## config.mk

```make
export PLATFORM = sky130hd
export DESIGN_NAME = cv32e40p_if_id_queue
export DESIGN_NICKNAME = d
export VERILOG_FILES = /design/src/rtl/cv32e40p_if_id_queue.sv
export SDC_FILE = /design/constraint.sdc
export NUM_CORES = 1
export LEC_CHECK = 0
export BUFFER_PORTS_ARGS = -buffer_cell sky130_fd_sc_hd__buf_2
export CORE_UTILIZATION = 35
export CTS_CLUSTER_DIAMETER = 40
export CTS_CLUSTER_SIZE = 16
export DETAILED_ROUTE_END_ITERATION = 7
export RECOVER_POWER = 25
export SLEW_MARGIN = 0
export SYNTH_ARGS = -nofsm -noshare
export SYNTH_HDL_FRONTEND = slang
export SYNTH_SLANG_ARGS = --single-unit
```

## constraint.sdc

```tcl
create_clock -name clk -period 11.85 [get_ports clk]
set_input_delay 1.7775 -clock clk [delete_from_list [all_inputs] [get_ports clk]]
set_output_delay 1.7775 -clock clk [all_outputs]
set_load 0.005 [all_outputs]
```

## src/rtl/cv32e40p_if_id_queue.sv

```systemverilog
// ---------------------------------------------------------------------------
// cv32e40p_if_id_queue
// IF/ID decoupling queue. Entry 0 is the ID-facing output register; the
// remaining DEPTH-1 entries form an in-order FIFO that lets fetch run ahead
// of ID stalls. DEPTH=1 degenerates to the legacy single IF/ID register.
//
// Ports
//   clk, rst_n                 clock, async active-low reset
//   setback_i                  clear all packets and zero the payload
//   flush_i                    discard all packets, payload held
//   halt_if_i                  block acceptance of new packets
//   in_valid_i / in_ready_o    packet handshake from IF (in_ready_o is comb)
//   in_*_i                     packet payload from the aligner/decompressor
//   instr_valid_id_o, *_id_o   output register towards ID
//   id_ready_i                 ID consumes the output packet
//   occ_o, afull_o, full_o     registered occupancy and throttle flags
// ---------------------------------------------------------------------------
module cv32e40p_if_id_queue #(
   parameter int unsigned DEPTH        = 2,
   parameter int unsigned AFULL_THRESH = DEPTH - 1
) (
   input  logic                         clk,
   input  logic                         rst_n,
   input  logic                         setback_i,
   input  logic                         flush_i,
   input  logic                         halt_if_i,
   input  logic                         in_valid_i,
   output logic                         in_ready_o,
   input  logic [31:0]                  in_instr_i,
   input  logic [31:0]                  in_pc_i,
   input  logic                         in_compressed_i,
   input  logic                         in_illegal_c_i,
   input  logic                         in_fetch_err_i,
   output logic                         instr_valid_id_o,
   output logic [31:0]                  instr_rdata_id_o,
   output logic [31:0]                  pc_id_o,
   output logic                         is_compressed_id_o,
   output logic                         illegal_c_insn_id_o,
   output logic                         is_fetch_failed_o,
   input  logic                         id_ready_i,
   output logic [$clog2(DEPTH+1)-1:0]   occ_o,
   output logic                         afull_o,
   output logic                         full_o
);

   localparam int unsigned OCC_W = $clog2(DEPTH + 1);
   localparam logic [OCC_W-1:0] DEPTH_V = OCC_W'(DEPTH);
   localparam logic [OCC_W-1:0] AFULL_V = OCC_W'(AFULL_THRESH);

   typedef struct packed {
      logic [31:0] instr;
      logic [31:0] pc;
      logic        compressed;
      logic        illegal_c;
      logic        fetch_err;
   } pkt_t;

   pkt_t             in_pkt;
   pkt_t             out_q, out_d;
   logic             valid_q, valid_d;
   logic [OCC_W-1:0] occ_q, occ_d;
   logic             afull_q, full_q;

   logic             pop, push, load_slot;
   logic             fifo_empty, fifo_wr, fifo_rd, fifo_clr;
   pkt_t             fifo_head;

   assign in_pkt = '{instr:      in_instr_i,
                     pc:         in_pc_i,
                     compressed: in_compressed_i,
                     illegal_c:  in_illegal_c_i,
                     fetch_err:  in_fetch_err_i};

   // Handshakes; a pop frees a slot for a same-cycle push even when full
   assign pop        = valid_q & id_ready_i;
   assign in_ready_o = ~halt_if_i & ~flush_i & ~setback_i & ((occ_q < DEPTH_V) | pop);
   assign push       = in_valid_i & in_ready_o;
   assign load_slot  = pop | ~valid_q;

   // Next-state for output register, occupancy and FIFO control
   always_comb begin
      out_d    = out_q;
      valid_d  = valid_q;
      occ_d    = occ_q;
      fifo_wr  = 1'b0;
      fifo_rd  = 1'b0;
      fifo_clr = 1'b0;
      if (setback_i) begin
         out_d    = '0;
         valid_d  = 1'b0;
         occ_d    = '0;
         fifo_clr = 1'b1;
      end else if (flush_i) begin
         valid_d  = 1'b0;
         occ_d    = '0;
         fifo_clr = 1'b1;
      end else begin
         occ_d = occ_q + OCC_W'(push) - OCC_W'(pop);
         if (load_slot) begin
            // Older FIFO entries always go first to keep strict ordering
            if (!fifo_empty) begin
               out_d   = fifo_head;
               valid_d = 1'b1;
               fifo_rd = 1'b1;
            end else if (push) begin
               out_d   = in_pkt;
               valid_d = 1'b1;
            end else begin
               valid_d = 1'b0;
            end
         end
         fifo_wr = push & ~(load_slot & fifo_empty);
      end
   end

   // Output register and registered status flags
   always_ff @(posedge clk or negedge rst_n) begin
      if (!rst_n) begin
         out_q   <= '0;
         valid_q <= 1'b0;
         occ_q   <= '0;
         afull_q <= 1'b0;
         full_q  <= 1'b0;
      end else begin
         out_q   <= out_d;
         valid_q <= valid_d;
         occ_q   <= occ_d;
         afull_q <= (occ_d >= AFULL_V);
         full_q  <= (occ_d == DEPTH_V);
      end
   end

   // Internal FIFO storage (DEPTH-1 entries, modulo pointers)
   if (DEPTH > 1) begin : gen_fifo
      localparam int unsigned FD    = DEPTH - 1;
      localparam int unsigned PTR_W = (FD > 1) ? $clog2(FD) : 1;
      localparam int unsigned CNT_W = $clog2(FD + 1);
      localparam logic [PTR_W-1:0] LAST_PTR = PTR_W'(FD - 1);

      pkt_t             mem_q [FD];
      logic [PTR_W-1:0] wr_ptr_q, rd_ptr_q;
      logic [CNT_W-1:0] cnt_q;

      assign fifo_empty = (cnt_q == '0);
      assign fifo_head  = mem_q[rd_ptr_q];

      always_ff @(posedge clk or negedge rst_n) begin
         if (!rst_n) begin
            wr_ptr_q <= '0;
            rd_ptr_q <= '0;
            cnt_q    <= '0;
         end else if (fifo_clr) begin
            wr_ptr_q <= '0;
            rd_ptr_q <= '0;
            cnt_q    <= '0;
         end else begin
            if (fifo_wr) wr_ptr_q <= (wr_ptr_q == LAST_PTR) ? '0 : wr_ptr_q + PTR_W'(1);
            if (fifo_rd) rd_ptr_q <= (rd_ptr_q == LAST_PTR) ? '0 : rd_ptr_q + PTR_W'(1);
            cnt_q <= cnt_q + CNT_W'(fifo_wr) - CNT_W'(fifo_rd);
         end
      end

      // Payload storage needs no reset; the count guards every read
      always_ff @(posedge clk) begin
         if (fifo_wr) mem_q[wr_ptr_q] <= in_pkt;
      end
   end else begin : gen_no_fifo
      assign fifo_empty = 1'b1;
      assign fifo_head  = '0;
   end

   assign instr_valid_id_o    = valid_q;
   assign instr_rdata_id_o    = out_q.instr;
   assign pc_id_o             = out_q.pc;
   assign is_compressed_id_o  = out_q.compressed;
   assign illegal_c_insn_id_o = out_q.illegal_c;
   assign is_fetch_failed_o   = out_q.fetch_err;
   assign occ_o               = occ_q;
   assign afull_o             = afull_q;
   assign full_o              = full_q;

endmodule

```

Word-level counts from Yosys, hierarchy flattened
Memory sizes are Yosys's and may differ from the RTL's.
Index checks and enable logic that the tools add are counted.
{ "totals": {"regBits": 73, "ram_bits": 67, "input_bits": 74, "output_inout_bits": 73, "wordCells": 61, "memories": 1} }
{ "mem_list": {"columns": ["memory", "depth", "width", "read_ports", "rd_ports_with_merged_regs", "write_ports", "line_no", "source"], "rows": [
  ["gen_fifo.mem_q", 1, 67, 1, 0, 1, "140", "pkt_t mem_q [FD];"]
]} }
{ "op_classes": {"addsub": 4, "order_cmp": 2, "eq_ne": 2, "muxes": 23, "n_bitwise": 15, "n_reduce_logical": 4} }
{ "ops": {"columns": ["op", "count"], "rows": [
  ["$mux W67", 5],
  ["$mux W1", 16],
  ["$and A1 B1 Y1", 7],
  ["$not A1 Y1", 6],
  ["$reduce_bool A3 Y1", 2],
  ["$mux W2", 2],
  ["$reduce_and A3 Y1", 1],
  ["$add A2 B1 Y2", 1],
  ["$eq A2 B2 Y1 const B", 1],
  ["$ge A2 B1 Y1 const B", 1],
  ["$lt A2 B2 Y1 const B", 1],
  ["$ne A2 B2 Y1 const B", 1],
  ["$or A1 B1 Y1", 2],
  ["$reduce_bool A2 Y1", 1],
  ["$sub A2 B1 Y2", 1],
  ["$add A1 B1 Y1", 1],
  ["$sub A1 B1 Y1", 1]
]} }

Longest topological paths before layout
{ "logic_depth": {"word_depth": 11, "ltp_mapped": 11, "mapped_depth_nobuf": 9} }

Worst setup path before layout
OpenSTA, ideal clock, no wires.
{ "synth_path": {"path_type": "input to register", "startpoint": "input setback_i", "endpoint": "memory gen_fifo.mem_q[0][0] in the netlist's numbering, enable pin", "setup_ps": 493, "t_arrival_ps": 5469, "required_time_ps": 11357, "path_slack_ps": 5889, "stages": 5, "path_buffers": 2, "path_cell_list": "or2_0 > buf_2 > or4_1 > clkbuf_1 > nor2_1"} }
{ "synth_between": {"elab_chain_len": 9} }
{ "synth_lines": {"columns": ["item", "line_no", "source"], "rows": [
  ["start: declaration", "24", "input logic setback_i,"],
  ["$not A1 Y1", "76", "assign in_ready_o = ~halt_if_i & ~flush_i & ~setback_i & ((occ_q < DEPTH_V) | pop);"],
  ["$and A1 B1 Y1 (2 in series)", "76", null],
  ["$and A1 B1 Y1", "77", "assign push = in_valid_i & in_ready_o;"],
  ["$and A1 B1 Y1", "112", "fifo_wr = push & ~(load_slot & fifo_empty);"],
  ["$mux W1", "93", "end else if (flush_i) begin"],
  ["$mux W1 *", "88", "if (setback_i) begin"],
  ["named net fifo_wr", "65", "logic fifo_empty, fifo_wr, fifo_rd, fifo_clr;"],
  ["$mux W1 *", "165", "if (fifo_wr) mem_q[wr_ptr_q] <= in_pkt;"],
  ["$mux W1 (implied by the code) *", "165", null],
  ["end: declaration", "140", null]
]} }
Mark *: on every way through the listed nets, which the timed path passes. The rest lies on a longest branch.

==> impl_metrics.yaml <==
floorplan:
  dieWidth_um: 131
  die_area_um2: 17100
  rows: 46
  die_h_um: 131
  start_util: 0.362
  io_pins: 147
  core_area_um2: 16000
sta:
  maxSlewHeadroom: -1.81
  fmax_mhz: 173
  period_share: 0.489
  finalSetupViolCount: 0
  rsz0062_at_grt: "no"
  finClkSkew_ns: 0.00800
  tightest_slew_ns: 4.22
  fin_crit_ns: 5.79
  setup_tns_ns: 0
  hold_viol_final: 0
  slew_viol_final: 74
grt:
  grt_pass1_vias: 3736
  track_usage: 0.153
  grt_max_degree: 74
  grt_pass1_wl_mm: 19.3
  antenna_found_initial: 0
  grt.overflow.total: 0
final_layout:
  fin_cells: 732
  n_antenna_cell: 0
  design_area_um2: 7160
  nNetsFinal: 579
  fin_util: 0.448
  synthToLayoutAreaGrowth_pct: 23.7
  fillers: 1499
  final-seq-area_um2: 3840
  drive_gt1_frac: 0.314
  multi_input_area_um2: 1690
clock_network:
  cts-root-buf: "clkbuf_16"
  worstSkewPairLatency_ns: 0.42
  cts.reportedPaths.clkPinSlew_ns: 0.05
  cts_made_buffers: 17
  cts.repair.resized: 0
  clock-sinks: 140
  ctsHoldBuffers: 0
  clk_path_buf_depth: 2
  post_cts_buffers: 0
  cts_tree: "built"
  h-tree-depth: 4
worst_setup_path:
  path_depth: 1
  r2r-start: "occ_o[1]$_DFF_PN0_"
  endpoint_kind: "async pin"
  critPathLaunchType: "input port"
  critPathCapture: "gen_fifo.cnt_q$_DFF_PN0_"
  reg2regPathDepth: 4
  r2r_slack_ns: 8.93
  slowest_delay_ns: 2.91
  cp_max_fo: 73
  worstPathCellList: "clkbuf_1"
  cp.required_ns: 10.77
  critical-path-top-delay-family: "buffers and inverters"
  crit_buf_inv: 1
  slowest_stage: "clkbuf_1"
  path_class: "in -> async"
  reg2reg_to: "gen_fifo.mem_q[0][15]$_DFFE_PP_"
  setup.worst_path.start: "rst_n"
  crit_arrival_ns: 4.72
place:
  gp_congestion: 0.693
  dp.final_hpwl_mm: 7.87
  portBuffers: 146
  post_dp_cell_area_um2: 6590
  place_inst: 700
logic_synthesis:
  netlist_area_um2: 5790
  synth_top_area_share: 0.348
  ys_ff_latch: 140
  yosysWarnings: 0
  ys_types: 32
  syn_inst: 363
  yosys.area.top_type: "edfxtp_1"
  ys_seq_area_frac: 0.663
  syn_avg_cell_area_um2: 15.9
  syn_nets: 439
  synth.area.top_cells: "edfxtp_1 35%, dfrtp_1 32%, mux2i_1 12%"
power:
  leakagePower_uw: 0.00284
  vdd_drop_max_mv: 0.117
  power_density_nw_per_um2: 158
  fin_total_pwr_uw: 1130
routing:
  wl_per_cell_um: 17.3
  wl_met1_mm: 5.81
  wl_met3_um: 646
  first_pass_iters: 4
  route.met2.wl_mm: 6.02
  first_iter_violations: 189
  vias: 3600
  drt-total-wl_mm: 12.6
  drc: 0
  viasPerCell: 4.92
  postRouteAntennaNets: 0
  top_layer_used: "met4"
status:
  status: "finished with violations"
  violations: "max-capacitance violations, max-slew violations"
hold_path:
  hold_class: "reg -> reg"
job:
  max_cap_violations: 1
==> layout make-up <==
cell class	count	area share
clock inverter	10	0.0227
timing repair buffer	151	0.0991
sequential	140	0.537
tap	216	0.0377
clock buffer	22	0.0662
inverter	3	0.00157
multi-input combinational	190	0.236
==> through the flow <==
step | hold WS (ns) | worst slack, ns
finish | 0.482 | 6.06
CTS | 0.488 | 7.02
global route | 0.499 | 5.14
detailed placement | 0.468 | 6.90
floorplan | 0.479 | 5.89
global placement | 0.469 | 6.96
==> how the worst min path moves through the flow <==
stage / from / end / slack [ns] / cells past startpoint
after floorplan: illegal_c_insn_id_o$_DFFE_PN0P_ / illegal_c_insn_id_o$_DFFE_PN0P_ / 0.48 / 1
after global placement: pc_id_o[0]$_DFFE_PN0P_ / pc_id_o[0]$_DFFE_PN0P_ / 0.47 / 1
after detailed placement: instr_rdata_id_o[17]$_DFFE_PN0P_ / instr_rdata_id_o[17]$_DFFE_PN0P_ / 0.47 / 1
after CTS: pc_id_o[4]$_DFFE_PN0P_ / pc_id_o[4]$_DFFE_PN0P_ / 0.49 / 1
after global routing: pc_id_o[14]$_DFFE_PN0P_ / pc_id_o[14]$_DFFE_PN0P_ / 0.50 / 1
final: pc_id_o[6]$_DFFE_PN0P_ / pc_id_o[6]$_DFFE_PN0P_ / 0.48 / 1
==> metal layers <==
metal  GRT usage  vias up
met5           0        -
met4      0.0609        0
met3      0.0452       14
met2       0.243      101
met1       0.195     1804
li1            -     1681
==> power by group <==
part,total [µW],switching [µW],internal [µW]
Sequential,517,2.34,515
Combinational,49.3,31.4,18.0
Clock,567,198,369
==> worst register-to-register path, stage by stage, from the launching register on <==
cell      delay (ns)
dfrtp_1         0.39
a21boi_0        0.19
or4_1           0.64
nor2_4          0.67
buf_4           0.62
==> kinds of logic after synthesis <==
logic type                 after synthesis  synth area share
xor gates and xnor gates                 2           0.00303
buffers and inverters                   33            0.0506
DFF                                    140             0.663
AOI/OAI and AO/OA                       99             0.144
adders and majority gates                2           0.00432
muxes                                   67             0.116
and+or+nand+nor                         20            0.0192
==> registers in the layout, summed over array words and instances (netlist names) <==
| signal | cells |
|---|---|
| instr_valid_id_o | 1 |
| pc_id_o | 32 |
| is_fetch_failed_o | 1 |
| gen_fifo.cnt_q | 1 |
| gen_fifo.mem_q | 67 |
| is_compressed_id_o | 1 |
| full_o | 1 |
| occ_o | 2 |
| instr_rdata_id_o | 32 |
| afull_o | 1 |
| illegal_c_insn_id_o | 1 |
==> layout by cell type, fill, tap and decap left out, drive strengths merged <==
master	synthesis	final
dfrtp	73	73
or4	1	1
xnor2	1	1
clkinvlp	0	2
a211oi	27	27
a21oi	28	28
clkinv	0	4
a21boi	1	1
xor2	1	1
or2	2	2
clkbuf	11	69
o41ai	1	1
o2bb2ai	40	40
nand2	1	1
bufinv	0	4
nor2b	2	2
o21a	1	1
nor2	7	7
buf	19	104
inv	3	3
mux2i	67	67
o21ai	1	1
ha	2	2
nor3	2	2
and2	4	4
edfxtp	67	67
and3	1	1
==> Yosys cell counts <==
cell	instances
dfrtp_1	73
edfxtp_1	67
mux2i_1	67
o2bb2ai_1	40
a21oi_1	27
a211oi_2	20
a211oi_1	7
clkbuf_1	7
nor2_1	7
buf_6	6
buf_2	5
and2_1	4
clkbuf_8	4
buf_4	3
buf_8	3
inv_1	3
buf_12	2
ha_1	2
nor2b_1	2
nor3_1	2
a21boi_0	1
a21oi_2	1
and3_1	1
nand2_4	1
o21a_1	1
o21ai_0	1
o41ai_2	1
or2_0	1
or2_2	1
or4_1	1
xnor2_1	1
xor2_1	1
Power figures use the tool's default switching activity.
